<file path="src/rtl/ram_fifo_pkg.sv">
// Shared types and helpers for the RAM-backed FIFO controller: FSM states,
// depth derivation and almost-flag thresholds.
package ram_fifo_pkg;

  typedef enum logic [1:0] {
    ST_RUN   = 2'd0,
    ST_SLEEP = 2'd1,
    ST_WAKE  = 2'd2
  } state_e;

  function automatic int depth_f(input int addr_w);
    return 1 << addr_w;
  endfunction

  function automatic logic almost_empty_f(input int cnt, input int margin);
    return cnt <= margin;
  endfunction

  function automatic logic almost_full_f(input int cnt, input int depth, input int margin);
    return cnt >= (depth - margin);
  endfunction

endpackage

</file>
<file path="src/rtl/ram_fifo_ptr.sv">
// Wrapping RAM address pointer with increment enable and synchronous clear;
// clear wins over increment.
module ram_fifo_ptr #(
  parameter int ADDR_W = 9
) (
  input  logic              clk_i,
  input  logic              rst_i,
  input  logic              clr_i,
  input  logic              inc_i,
  output logic [ADDR_W-1:0] ptr_o
);

  logic [ADDR_W-1:0] ptr_q, ptr_d;

  always_comb begin
    ptr_d = ptr_q;
    if (clr_i)      ptr_d = '0;
    else if (inc_i) ptr_d = ptr_q + 1'b1;
  end

  always_ff @(posedge clk_i or posedge rst_i) begin
    if (rst_i) ptr_q <= '0;
    else       ptr_q <= ptr_d;
  end

  assign ptr_o = ptr_q;

endmodule

</file>
<file path="src/rtl/ram_fifo_ctl.sv">
// FIFO controller in front of a RAM primitive: push/pop to RAM strobes,
// occupancy and status flags, sticky errors and idle power-down sequencing.
module ram_fifo_ctl
  import ram_fifo_pkg::*;
#(
  parameter int ADDR_W      = 9,
  parameter int AE_MARGIN   = 4,
  parameter int AF_MARGIN   = 4,
  parameter int IDLE_CYCLES = 16
) (
  input  logic              CLK,
  input  logic              CLR,
  input  logic              PUSH,
  input  logic              POP,
  input  logic              FLUSH,
  output logic              READY,
  output logic              WEN,
  output logic [ADDR_W-1:0] WADDR,
  output logic              REN,
  output logic [ADDR_W-1:0] RADDR,
  output logic              RVALID,
  output logic              POWERDN,
  output logic [ADDR_W:0]   COUNT,
  output logic              EMPTY,
  output logic              FULL,
  output logic              ALMOST_EMPTY,
  output logic              ALMOST_FULL,
  output logic              OVERFLOW,
  output logic              UNDERFLOW
);

  localparam int DEPTH  = depth_f(ADDR_W);
  localparam int IDLE_W = $clog2(IDLE_CYCLES + 1) + 1;

  state_e            state_q, state_d;
  logic [ADDR_W:0]   cnt_q, cnt_d;
  logic [IDLE_W-1:0] idle_q, idle_d;
  logic              empty_q, full_q, ae_q, af_q;
  logic              ovf_q, ovf_d, unf_q, unf_d;
  logic              rvalid_q;
  logic              push_ok, pop_ok, flush_ok;

  always_comb begin
    state_d  = state_q;
    cnt_d    = cnt_q;
    idle_d   = '0;
    ovf_d    = ovf_q;
    unf_d    = unf_q;
    push_ok  = 1'b0;
    pop_ok   = 1'b0;
    flush_ok = 1'b0;
    case (state_q)
      ST_RUN: begin
        push_ok = PUSH & ~full_q & ~FLUSH;
        pop_ok  = POP & ~empty_q & ~FLUSH;
        if (FLUSH) begin
          flush_ok = 1'b1;
          cnt_d    = '0;
          ovf_d    = 1'b0;
          unf_d    = 1'b0;
        end else begin
          if (PUSH & full_q) ovf_d = 1'b1;
          if (POP & empty_q) unf_d = 1'b1;
          if (push_ok & ~pop_ok)      cnt_d = cnt_q + 1'b1;
          else if (pop_ok & ~push_ok) cnt_d = cnt_q - 1'b1;
        end
        // FIFO is guaranteed empty whenever the idle run reaches the limit.
        if ((IDLE_CYCLES != 0) && empty_q && !PUSH && !POP) begin
          if (int'(idle_q) == IDLE_CYCLES - 1) state_d = ST_SLEEP;
          else                                  idle_d  = idle_q + 1'b1;
        end
      end
      ST_SLEEP: if (PUSH | FLUSH) state_d = ST_WAKE;
      ST_WAKE:  state_d = ST_RUN;
      default:  state_d = ST_RUN;
    endcase
  end

  always_ff @(posedge CLK or posedge CLR) begin
    if (CLR) begin
      state_q  <= ST_RUN;
      cnt_q    <= '0;
      idle_q   <= '0;
      empty_q  <= 1'b1;
      full_q   <= 1'b0;
      ae_q     <= almost_empty_f(0, AE_MARGIN);
      af_q     <= 1'b0;
      ovf_q    <= 1'b0;
      unf_q    <= 1'b0;
      rvalid_q <= 1'b0;
    end else begin
      state_q  <= state_d;
      cnt_q    <= cnt_d;
      idle_q   <= idle_d;
      empty_q  <= (cnt_d == '0);
      full_q   <= (int'(cnt_d) == DEPTH);
      ae_q     <= almost_empty_f(int'(cnt_d), AE_MARGIN);
      af_q     <= almost_full_f(int'(cnt_d), DEPTH, AF_MARGIN);
      ovf_q    <= ovf_d;
      unf_q    <= unf_d;
      rvalid_q <= pop_ok;
    end
  end

  ram_fifo_ptr #(.ADDR_W(ADDR_W)) u_wptr (
    .clk_i (CLK),
    .rst_i (CLR),
    .clr_i (flush_ok),
    .inc_i (push_ok),
    .ptr_o (WADDR)
  );

  ram_fifo_ptr #(.ADDR_W(ADDR_W)) u_rptr (
    .clk_i (CLK),
    .rst_i (CLR),
    .clr_i (flush_ok),
    .inc_i (pop_ok),
    .ptr_o (RADDR)
  );

  assign WEN          = push_ok;
  assign REN          = pop_ok;
  assign READY        = (state_q == ST_RUN);
  assign POWERDN      = (state_q == ST_SLEEP);
  assign RVALID       = rvalid_q;
  assign COUNT        = cnt_q;
  assign EMPTY        = empty_q;
  assign FULL         = full_q;
  assign ALMOST_EMPTY = ae_q;
  assign ALMOST_FULL  = af_q;
  assign OVERFLOW     = ovf_q;
  assign UNDERFLOW    = unf_q;

endmodule
</file>
<file path="config.mk">
export PLATFORM = sky130hd
export DESIGN_NAME = ram_fifo_ctl
export DESIGN_NICKNAME = d
export VERILOG_FILES = /design/src/rtl/ram_fifo_pkg.sv /design/src/rtl/ram_fifo_ptr.sv /design/src/rtl/ram_fifo_ctl.sv
export SDC_FILE = /design/constraint.sdc
export NUM_CORES = 1
export LEC_CHECK = 0
export ABC_CLOCK_PERIOD_IN_PS = 3000
export BUFFER_PORTS_ARGS = -buffer_cell sky130_fd_sc_hd__buf_2
export CELL_PAD_IN_SITES_DETAIL_PLACEMENT = 0
export CELL_PAD_IN_SITES_GLOBAL_PLACEMENT = 1
export CORE_MARGIN = 1
export CORE_UTILIZATION = 42
export CTS_BUF_LIST = sky130_fd_sc_hd__clkbuf_8 sky130_fd_sc_hd__clkbuf_16
export CTS_CLUSTER_SIZE = 30
export DETAILED_ROUTE_END_ITERATION = 16
export GPL_TIMING_DRIVEN = 1
export MAX_ROUTING_LAYER = met4
export PLACE_DENSITY = 0.82
export SYNTH_ARGS = -nofsm -noshare
export SYNTH_HDL_FRONTEND = slang
export SYNTH_SLANG_ARGS = --single-unit
</file>
<file path="constraint.sdc">
create_clock -name CLK -period 3 [get_ports CLK]
set_input_delay 0.3 -clock CLK [delete_from_list [all_inputs] [get_ports CLK]]
set_output_delay 0.3 -clock CLK [all_outputs]
set_load 0.05 [all_outputs]
</file>
==> results.cfg <==
[run_status]
outcome = finished, final reports clean

[clock_tree]
cts-root-buf = clkbuf_8
clk_latency_ps = 300
h-tree-depth = 2
post_cts_resized = 0
cts_made_buffers = 5
clock_sinks = 43
cts_tree = yes
clock_path_buffers = 2
hold_buffers = 0
postCtsSetupRepairBufs = 0
clkTransAtPathRegs_ps = 80

[floorplanning]
die_x_um = 78.2
fp.coreArea_um2 = 5540
fp-row-count = 27
die_h_um = 78.2
initial_utilization_pct = 44.0
die-area_um2 = 6110
io_pins = 44

[global_routing]
grt_pass1_vias = 1872
grt_usage_pct = 20.8
grt_overflow = 0
antenna_found_initial = 0
grt_pass1_wl_mm = 9.57
grt_max_degree = 27

[synth]
yosysTopAreaCellShare_pct = 42.1
synth_cells = 256
synth-seq-area-share_pct = 44.3
synthMostInstantiatedCell = dfrtp_1
ys_seq_elements = 43
synth_common_cells = 41 x dfrtp_1, 25 x nor2_1, 20 x nand2_1
synth_edf_count = 0
synth_area_um2 = 2440
synth_nets = 266
yosys_warnings = 0
postSynthAreaPerCell_um2 = 9.52
synthTopCellsByArea = dfrtp_1 42%, nor2_1 3.9%, nand2_1 3.1%
synth_flop_cell = dfrtp_1
synth.largest_area_cell = dfrtp_1
synth.distinct_cells = 58
synthArstFlopShare_pct = 100

[flow_run]
cap_viol_max_count = 0

[place]
place.gp.congestion = 0.818
dpl.hpwl_mm = 4.09
dpl_cell_area_um2 = 2700
port-buffer-count = 43

[power_and_ir_drop]
p_int_w = 0.00104
pwr-share-clk_pct = 23.5
power_frac_comb_pct = 35.7
seq_power_share_pct = 40.7
power_density_nw_per_um2 = 629
p_sw_w = 0.000719
p_leak_nw = 1.36
p_sw_share_pct = 40.8
vdd.ir_drop.worst_mv = 0.363

[setup_path]
reg2reg_depth = 7
path_buf_inv = 0
critPathSlowestCell = or4_1
critPathArrivalTime_ps = 2670
cp-end-kind = flop
slowest_delay_ps = 560
required_ps = 3200
cp_max_fo = 9
cp_cell_sequence = ha_1, nor4bb_1, and4_1, a22oi_1, xor2_1, or4_1, o41ai_2
path_class = flop to flop
cp_top_family = simple AND/OR/NAND/NOR gates
crit_path_start_kind = flop
path_depth = 7

[timing]
final.setup_skew_ps = 3.38
setup_viol = 0
drv_slew = 0
fin_crit_sh_pct = 82.4
fin_setup_tns_ps = 0
worst_pin_slew_ps = 922
fmaxAchievable_mhz = 405
hold_viol = 0
rsz0062_at_grt = no
min_period_ps = 2470
slew_headroom_pct = 38.2

[hold_path]
min_path_type = input port to async pin

[detailed_routing]
top_layer_used = met4
vias_per_cell = 5.62
met1Wirelength_mm = 2.69
drt_iter0_drc = 118
via_count = 2096
drt-pass1-iter-count = 4
wl_per_cell_um = 15.1
drc_errors = 0
postRouteAntennaNets = 0
met2WireLength_mm = 2.50
routed_wl_mm = 5.62
wl_met3_um = 358

[layout]
antenna_cells = 0
area_growth_pct = 15.0
drive_above_1_share_pct = 23.3
nets = 310
final_cell_area_um2 = 2800
fill_cells = 553
## cell families after synthesis
kind of cell / count (synthesis) / synth area share [%]
compound gates: 51 / 14.1
xor+xnor: 12 / 4.62
fa+ha+maj: 5 / 2.57
buf+inv: 23 / 4.88
flops: 43 / 44.3
mux: 6 / 2.52
simple gates: 116 / 27.1
## worst paths after layout
kind	from	to	slack (ps)
worst min register to register	u_rptr.ptr_o[8]	u_rptr.ptr_o[8]	470
worst min-delay path	CLR	u_rptr.ptr_o[6]	80
worst max register to register	COUNT[1]	ALMOST_FULL	530
worst max-delay path	COUNT[1]	ALMOST_FULL	530
min in group CLK	POP	UNDERFLOW	340
max in group asynchronous	CLR	EMPTY	2170
## per-layer routing
| metal | vias up | GRT usage, % |
|---|---|---|
| met4 | 0 | 6.11 |
| met5 | - | - |
| met2 | 74 | 30.1 |
| li1 | 1015 | - |
| met3 | 7 | 3.95 |
| met1 | 1000 | 29.7 |
## worst register-to-register path, delay by kind of cell, from the launching register on
| family | cells | cell delay [ps] |
|---|---|---|
| compound gates | 2 | 320 |
| xor+xnor | 1 | 190 |
| fa+ha+maj | 1 | 200 |
| flops | 1 | 530 |
| simple gates | 3 | 1140 |
## per-stage QoR
| step | hold slack, ps | cells | util, % | setup WS, ps | total power [W] |
|---|---|---|---|---|---|
| after floorplan | 446 | 256 | - | 380 | 0.00121 |
| after global placement | 435 | 365 | 48.7 | 632 | 0.00136 |
| after detailed placement | 445 | 365 | 48.7 | 588 | 0.00136 |
| after CTS | 118 | 373 | 50.6 | 547 | 0.00177 |
| after global routing | 132 | 373 | 50.6 | 259 | 0.00186 |
| final | 78.7 | 373 | 50.6 | 529 | 0.00176 |
## cell type report
type                       instances  area, um2  share of cell area (%)
tap                               72       90.1                    3.22
sequential                        43       1080                    38.5
clock buffer                       7       96.3                    3.44
inverter                          14       52.6                    1.88
clock inverter                     1       7.51                   0.268
timing repair buffer              46        238                    8.49
multi-input combinational        190       1240                    44.2
## flip-flops by register name, summed over array words and instances, names as in the netlist
signal / cells
RVALID: 1
ALMOST_FULL: 1
OVERFLOW: 1
u_wptr.ptr_o: 9
EMPTY: 1
u_rptr.ptr_o: 9
FULL: 1
UNDERFLOW: 1
state_q: 2
idle_q: 6
ALMOST_EMPTY: 1
COUNT: 10
## power by group through the flow
stage                     clock (W)  combinational [W]  sequential (W)
after global placement            0           0.000631        0.000726
after detailed placement          0           0.000626        0.000730
final                      0.000415           0.000630        0.000718
after CTS                  0.000424           0.000631        0.000718
after global routing       0.000452           0.000682        0.000729
after floorplan                   0           0.000317        0.000893
## layout by cell type, fill, tap and decap left out, types with 4 or more instances in the layout
master and n:
xor2_1 7, nor2_1 25, nand3_1 10, a21oi_1 6, o21ai_0 12, ha_1 5
nand2_1 20, or3_1 5, nand4_1 9, dfrtp_1 41, xnor2_1 4, nor4_1 4
nor3_1 11, nor2b_1 4, mux2i_1 5, o31ai_1 7, inv_1 12, buf_2 43
clkbuf_8 7, a31oi_1 4, and3_1 6
(Power assumes the default switching activity.)
